`src/rtl/id_ex_hazard_stage.sv`:
```
// ID/EX pipeline register with load-use hazard detection.
// A load in EX whose destination is read by the instruction in ID cannot be
// covered by forwarding, so a one-cycle bubble is inserted into EX while the
// PC and IF/ID are frozen. Branch flush and memory hold are honoured with
// priority flush > hold > stall > normal load.
// Optional feature macro: HAZARD_STATS_EN adds saturating stall/flush counters.
module id_ex_hazard_stage #(
  parameter int DATA_W  = 32,
  parameter int REG_AW  = 5,
  parameter int ALUOP_W = 4
) (
  input  logic               clk,
  input  logic               rst_n,
  input  logic [REG_AW-1:0]  rs_IF_ID,
  input  logic [REG_AW-1:0]  rt_IF_ID,
  input  logic [REG_AW-1:0]  rd_IF_ID,
  input  logic               uses_rt_IF_ID,
  input  logic               valid_IF_ID,
  input  logic               RegWrite_ID,
  input  logic               MemRead_ID,
  input  logic               store_ID,
  input  logic               MemToReg_ID,
  input  logic               ALUSrc_ID,
  input  logic [ALUOP_W-1:0] ALUOp_ID,
  input  logic [DATA_W-1:0]  rs_data_ID,
  input  logic [DATA_W-1:0]  rt_data_ID,
  input  logic [DATA_W-1:0]  imm_ID,
  input  logic               flush,
  input  logic               hold,
  output logic [REG_AW-1:0]  rs_ID_EX,
  output logic [REG_AW-1:0]  rt_ID_EX,
  output logic [REG_AW-1:0]  rd_ID_EX,
  output logic               RegWrite_ID_EX,
  output logic               MemRead_ID_EX,
  output logic               store_ID_EX,
  output logic               MemToReg_ID_EX,
  output logic               ALUSrc_ID_EX,
  output logic [ALUOP_W-1:0] ALUOp_ID_EX,
  output logic [DATA_W-1:0]  rs_data_ID_EX,
  output logic [DATA_W-1:0]  rt_data_ID_EX,
  output logic [DATA_W-1:0]  imm_ID_EX,
  output logic               valid_ID_EX,
`ifdef HAZARD_STATS_EN
  output logic [31:0]        stall_count,
  output logic [31:0]        flush_count,
`endif
  output logic               stall,
  output logic               pc_write,
  output logic               if_id_write
);

  logic [REG_AW-1:0]  rs_q, rs_d;
  logic [REG_AW-1:0]  rt_q, rt_d;
  logic [REG_AW-1:0]  rd_q, rd_d;
  logic               regwrite_q, regwrite_d;
  logic               memread_q, memread_d;
  logic               store_q, store_d;
  logic               memtoreg_q, memtoreg_d;
  logic               alusrc_q, alusrc_d;
  logic [ALUOP_W-1:0] aluop_q, aluop_d;
  logic [DATA_W-1:0]  rs_data_q, rs_data_d;
  logic [DATA_W-1:0]  rt_data_q, rt_data_d;
  logic [DATA_W-1:0]  imm_q, imm_d;
  logic               valid_q, valid_d;
  logic               load_use;

  // Hazard detection: a valid load in EX targeting a non-zero register read by ID.
  always_comb begin
    load_use    = memread_q && valid_q && (rt_q != '0) && valid_IF_ID &&
                  ((rt_q == rs_IF_ID) || (uses_rt_IF_ID && (rt_q == rt_IF_ID)));
    stall       = load_use && !hold && !flush;
    pc_write    = !(stall || hold);
    if_id_write = !(stall || hold);
  end

  // Next-state selection: flush bubble, hold, stall bubble, or normal load.
  always_comb begin
    rs_d       = rs_q;
    rt_d       = rt_q;
    rd_d       = rd_q;
    regwrite_d = regwrite_q;
    memread_d  = memread_q;
    store_d    = store_q;
    memtoreg_d = memtoreg_q;
    alusrc_d   = alusrc_q;
    aluop_d    = aluop_q;
    rs_data_d  = rs_data_q;
    rt_data_d  = rt_data_q;
    imm_d      = imm_q;
    valid_d    = valid_q;
    if (flush || (!hold && stall)) begin
      // Bubble: only the state-changing controls matter; the rest hold.
      valid_d    = 1'b0;
      regwrite_d = 1'b0;
      memread_d  = 1'b0;
      store_d    = 1'b0;
    end else if (!hold) begin
      rs_d       = rs_IF_ID;
      rt_d       = rt_IF_ID;
      rd_d       = rd_IF_ID;
      // Writes to $0 are dropped here so forwarding never matches register 0.
      regwrite_d = RegWrite_ID && valid_IF_ID && (rd_IF_ID != '0);
      memread_d  = MemRead_ID && valid_IF_ID;
      store_d    = store_ID && valid_IF_ID;
      memtoreg_d = MemToReg_ID;
      alusrc_d   = ALUSrc_ID;
      aluop_d    = ALUOp_ID;
      rs_data_d  = rs_data_ID;
      rt_data_d  = rt_data_ID;
      imm_d      = imm_ID;
      valid_d    = valid_IF_ID;
    end
  end

  // ID/EX register bank, cleared asynchronously.
  always_ff @(posedge clk or negedge rst_n) begin
    if (!rst_n) begin
      rs_q       <= '0;
      rt_q       <= '0;
      rd_q       <= '0;
      regwrite_q <= 1'b0;
      memread_q  <= 1'b0;
      store_q    <= 1'b0;
      memtoreg_q <= 1'b0;
      alusrc_q   <= 1'b0;
      aluop_q    <= '0;
      rs_data_q  <= '0;
      rt_data_q  <= '0;
      imm_q      <= '0;
      valid_q    <= 1'b0;
    end else begin
      rs_q       <= rs_d;
      rt_q       <= rt_d;
      rd_q       <= rd_d;
      regwrite_q <= regwrite_d;
      memread_q  <= memread_d;
      store_q    <= store_d;
      memtoreg_q <= memtoreg_d;
      alusrc_q   <= alusrc_d;
      aluop_q    <= aluop_d;
      rs_data_q  <= rs_data_d;
      rt_data_q  <= rt_data_d;
      imm_q      <= imm_d;
      valid_q    <= valid_d;
    end
  end

  assign rs_ID_EX       = rs_q;
  assign rt_ID_EX       = rt_q;
  assign rd_ID_EX       = rd_q;
  assign RegWrite_ID_EX = regwrite_q;
  assign MemRead_ID_EX  = memread_q;
  assign store_ID_EX    = store_q;
  assign MemToReg_ID_EX = memtoreg_q;
  assign ALUSrc_ID_EX   = alusrc_q;
  assign ALUOp_ID_EX    = aluop_q;
  assign rs_data_ID_EX  = rs_data_q;
  assign rt_data_ID_EX  = rt_data_q;
  assign imm_ID_EX      = imm_q;
  assign valid_ID_EX    = valid_q;

`ifdef HAZARD_STATS_EN
  logic [31:0] stall_cnt_q, stall_cnt_d;
  logic [31:0] flush_cnt_q, flush_cnt_d;

  // Saturating event counters for stalls and flushes.
  always_comb begin
    stall_cnt_d = stall_cnt_q;
    flush_cnt_d = flush_cnt_q;
    if (stall && (stall_cnt_q != 32'hFFFF_FFFF)) stall_cnt_d = stall_cnt_q + 32'd1;
    if (flush && (flush_cnt_q != 32'hFFFF_FFFF)) flush_cnt_d = flush_cnt_q + 32'd1;
  end

  // Counter registers.
  always_ff @(posedge clk or negedge rst_n) begin
    if (!rst_n) begin
      stall_cnt_q <= '0;
      flush_cnt_q <= '0;
    end else begin
      stall_cnt_q <= stall_cnt_d;
      flush_cnt_q <= flush_cnt_d;
    end
  end

  assign stall_count = stall_cnt_q;
  assign flush_count = flush_cnt_q;
`endif

endmodule

```
`config.mk`:
```
export PLATFORM = sky130hd
export DESIGN_NAME = id_ex_hazard_stage
export DESIGN_NICKNAME = d
export VERILOG_FILES = /design/src/rtl/id_ex_hazard_stage.sv
export SDC_FILE = /design/constraint.sdc
export NUM_CORES = 1
export LEC_CHECK = 0
export CAP_MARGIN = 20
export CORE_MARGIN = 4
export CORE_UTILIZATION = 39
export CTS_CLUSTER_SIZE = 28
export DETAILED_ROUTE_END_ITERATION = 12
export GPL_TIMING_DRIVEN = 0
export PLACE_DENSITY_LB_ADDON = 0.08
export SETUP_SLACK_MARGIN = 0.1
export SLEW_MARGIN = 10
export SYNTH_ARGS = -nofsm -noshare
export SYNTH_HDL_FRONTEND = slang
export SYNTH_SLANG_ARGS = --single-unit
export TNS_END_PERCENT = 20
```
`constraint.sdc`:
```
create_clock -name clk -period 2.5 [get_ports clk]
set_clock_uncertainty 0.1 [all_clocks]
set_input_delay 0.5 -clock clk [delete_from_list [all_inputs] [get_ports clk]]
set_output_delay 0.5 -clock clk [all_outputs]
set_load 0.03 [all_outputs]
```
==> flow_metrics.tcl <==
set metrics [dict create \
    status "finished with violations" \
    violations "negative setup slack" \
    vias 3452 \
    fin_setup_tns_ns -1.62 \
    arrival_ns 2.09 \
    clk_pin_slew_ns 0.06 \
    dp_slack_ns -0.672 \
    hpwl_um 9760 \
    sw_frac_of_total 0.279 \
    worst-endpoint-required_ns 1.90 \
    post-route-period-util 1.08 \
    dr.first_iter.drc_count 113 \
    p_switching_mw 1.96 \
    drv_cap 0 \
    drive_above_1_share 0.322 \
    leakagePower_nw 3.54 \
    synth-main-ff-cell "dfrtp_1" \
    synthCells 283 \
    power_density_nw_per_um2 835 \
    async_reset_ff_frac 1.00 \
    max_freq_ghz 0.371 \
    wl_per_cell_um 18.7 \
    top_level_ports 250 \
    design.core.area_um2 11600 \
    synth_area_leaders "dfrtp_1 (64%), mux2_2 (21%), mux2_1 (7.2%)" \
    dr.pass1.iters 4 \
    vias_per_cell 4.77 \
    num_rows 39 \
    whs_ns 0.382 \
    overflow 0 \
    p_int_mw 5.06 \
    synth_area_um2 4710 \
    synth_top_area_cell "dfrtp_1" \
    antenna_found_initial 0 \
    synth-seq-cells 121 \
    gp_congestion 0.731 \
    cts_tree "done" \
    pwr-share-seq 0.341 \
    root_buffer "clkbuf_16" \
    slew_headroom 0.607 \
    hold_viol_final 0 \
    stdcell_count 723 \
    yosysMostFrequentCell "dfrtp_1" \
    wl_um 13500 \
    cts_sinks 121 \
    cp_max_fo 3 \
    postRouteAntennaNets 0 \
    drc_errors 0 \
    comb_power_share 0.278 \
    rsz0062_at_grt "yes" \
    yosysWarnings 0 \
    ys_types 22 \
    grt_pass1_vias 3750 \
    crit_type "reg2out" \
    nFillCells 821 \
    grt_pass1_wl_um 20100 \
    port_buffers 249 \
    cts_buffers 17 \
    diodes 0 \
    clk_latency_ns 0.40 \
    period_needed_ns 2.69 \
    syn_avg_cell_area_um2 16.7 \
    syn-num-nets 409 \
    vdd_ir_drop_max_v 0.000411 \
    cp-start-kind "register" \
    grt_use_total 0.188 \
    die_h_um 118 \
    initial_core_util 0.406 \
    ys_seq_area_frac 0.642 \
    clockBufferDepth 2 \
    place_inst 676 \
    setup_viol 40 \
    timing.final.max_slew_violations 0 \
    synth-edff-count 0 \
    clkPwrFrac 0.380 \
    finalPower_mw 7.02 \
    hp-class "reg2reg" \
    worstMarginPinSlew_ns 0.589 \
    setup_ws_ns -0.192 \
    yosysTopAreaCellShare 0.642 \
    area_growth_pct 78.5 \
    ys_top_cells_by_count "dfrtp_1 (121), mux2_2 (87), mux2_1 (30)" \
    grt_max_degree 64 \
    htree_levels 4 \
    setup.worst_path.end_class "primary output" \
    nets 693 \
    die-area_um2 13900 \
    die_x_um 118 \
]
==> path summary, 6_finish.rpt <==
kind	startpoint	end	slack, ns	cells past startpoint
max	rt_ID_EX[1]	pc_write	-0.19	7
min	rt_data_ID_EX[21]	rt_data_ID_EX[21]	0.38	1
max reg2reg	rt_ID_EX[1]	rs_data_ID_EX[9]	-0.07	8
min reg2reg	rt_data_ID_EX[21]	rt_data_ID_EX[21]	0.38	1
max in group asynchronous	rst_n	rt_data_ID_EX[5]	1.04	3
min in group asynchronous	rst_n	imm_ID_EX[2]	0.56	2
==> cell type report <==
type	instances	area, um2	area share
Sequential cell	121	3030	0.360
Timing Repair Buffer	265	2700	0.321
Clock inverter	11	194	0.0230
Inverter	1	6.26	0.000743
Multi-Input combinational cell	147	1670	0.198
Tap cell	143	179	0.0213
Buffer	14	178	0.0211
Clock buffer	21	460	0.0547
==> placed cells by master (no fill, tap or decap), types with 2 or more instances in the layout <==
cell type,n
clkinv_4,3
or4_1,2
clkdlybuf4s50_1,244
bufinv_16,5
clkbuf_8,2
dfrtp_2,3
a32o_1,2
clkbuf_1,2
mux2_1,3
xnor2_1,10
buf_12,4
mux2_2,87
nand2_1,3
clkinv_2,2
mux2_4,27
buf_2,2
buf_4,14
dfrtp_1,118
clkbuf_16,21
buf_6,8
==> critical path: stages, from the launching register on <==
cell and delay [ns]:
dfrtp_2 0.40, or4_1 0.55, o2111a_1 0.29, nand2_2 0.11, inv_4 0.05, nor2_4 0.09
buf_6 0.10, buf_6 0.11
==> power groups by stage <==
stage	combinational, mW	sequential (mW)	clock (mW)
floorplan	0.348	3.00	0
global placement	1.83	2.41	0
CTS	1.89	2.39	2.73
finish	1.96	2.40	2.67
global route	2.05	2.43	2.82
detailed placement	1.85	2.43	0
==> cells by family (layout without fill, tap and decap cells) <==
| kind of cell | Yosys count | in the layout | synth area share |
|---|---|---|---|
| DFF | 121 | 121 | 0.642 |
| buffers and inverters | 15 | 312 | 0.0326 |
| AOI/OAI and AO/OA | 8 | 8 | 0.0141 |
| and+or+nand+nor | 12 | 12 | 0.0130 |
| muxes | 117 | 117 | 0.279 |
| xor gates and xnor gates | 10 | 10 | 0.0186 |
==> metrics by stage <==
| stage | cell area [um2] | util |
|---|---|---|
| 6_report | 8420 | 0.725 |
| 5_1_grt | 8420 | 0.725 |
| 4_1_cts | 8130 | 0.700 |
| 3_5_place_dp | 7430 | 0.640 |
| 3_3_place_gp | 7410 | 0.638 |
| 2_1_floorplan | 4730 | - |
==> timing repair <==
item,4_1_cts,5_1_grt
endpoints found under the setup margin,88,113
setup buffers,4,5
pin swaps,3,3
gates cloned,0,5
hold buffers,1,0
hold endpoints to repair,9,0
gates resized for setup,20,38
==> layer usage <==
metal	share of wire	global-route usage
met1	0.38	0.200
met2	0.51	0.318
met3	0.095	0.0951
met4	0.012	0.0718
met5	0	0
==> registers in the layout, summed over array words and instances, names as in the netlist, 4 cells and up <==
signal	flops
imm_ID_EX	32
rs_data_ID_EX	32
rt_data_ID_EX	32
rd_ID_EX	5
rs_ID_EX	5
rt_ID_EX	5
ALUOp_ID_EX	4
(Power assumes the default switching activity.)
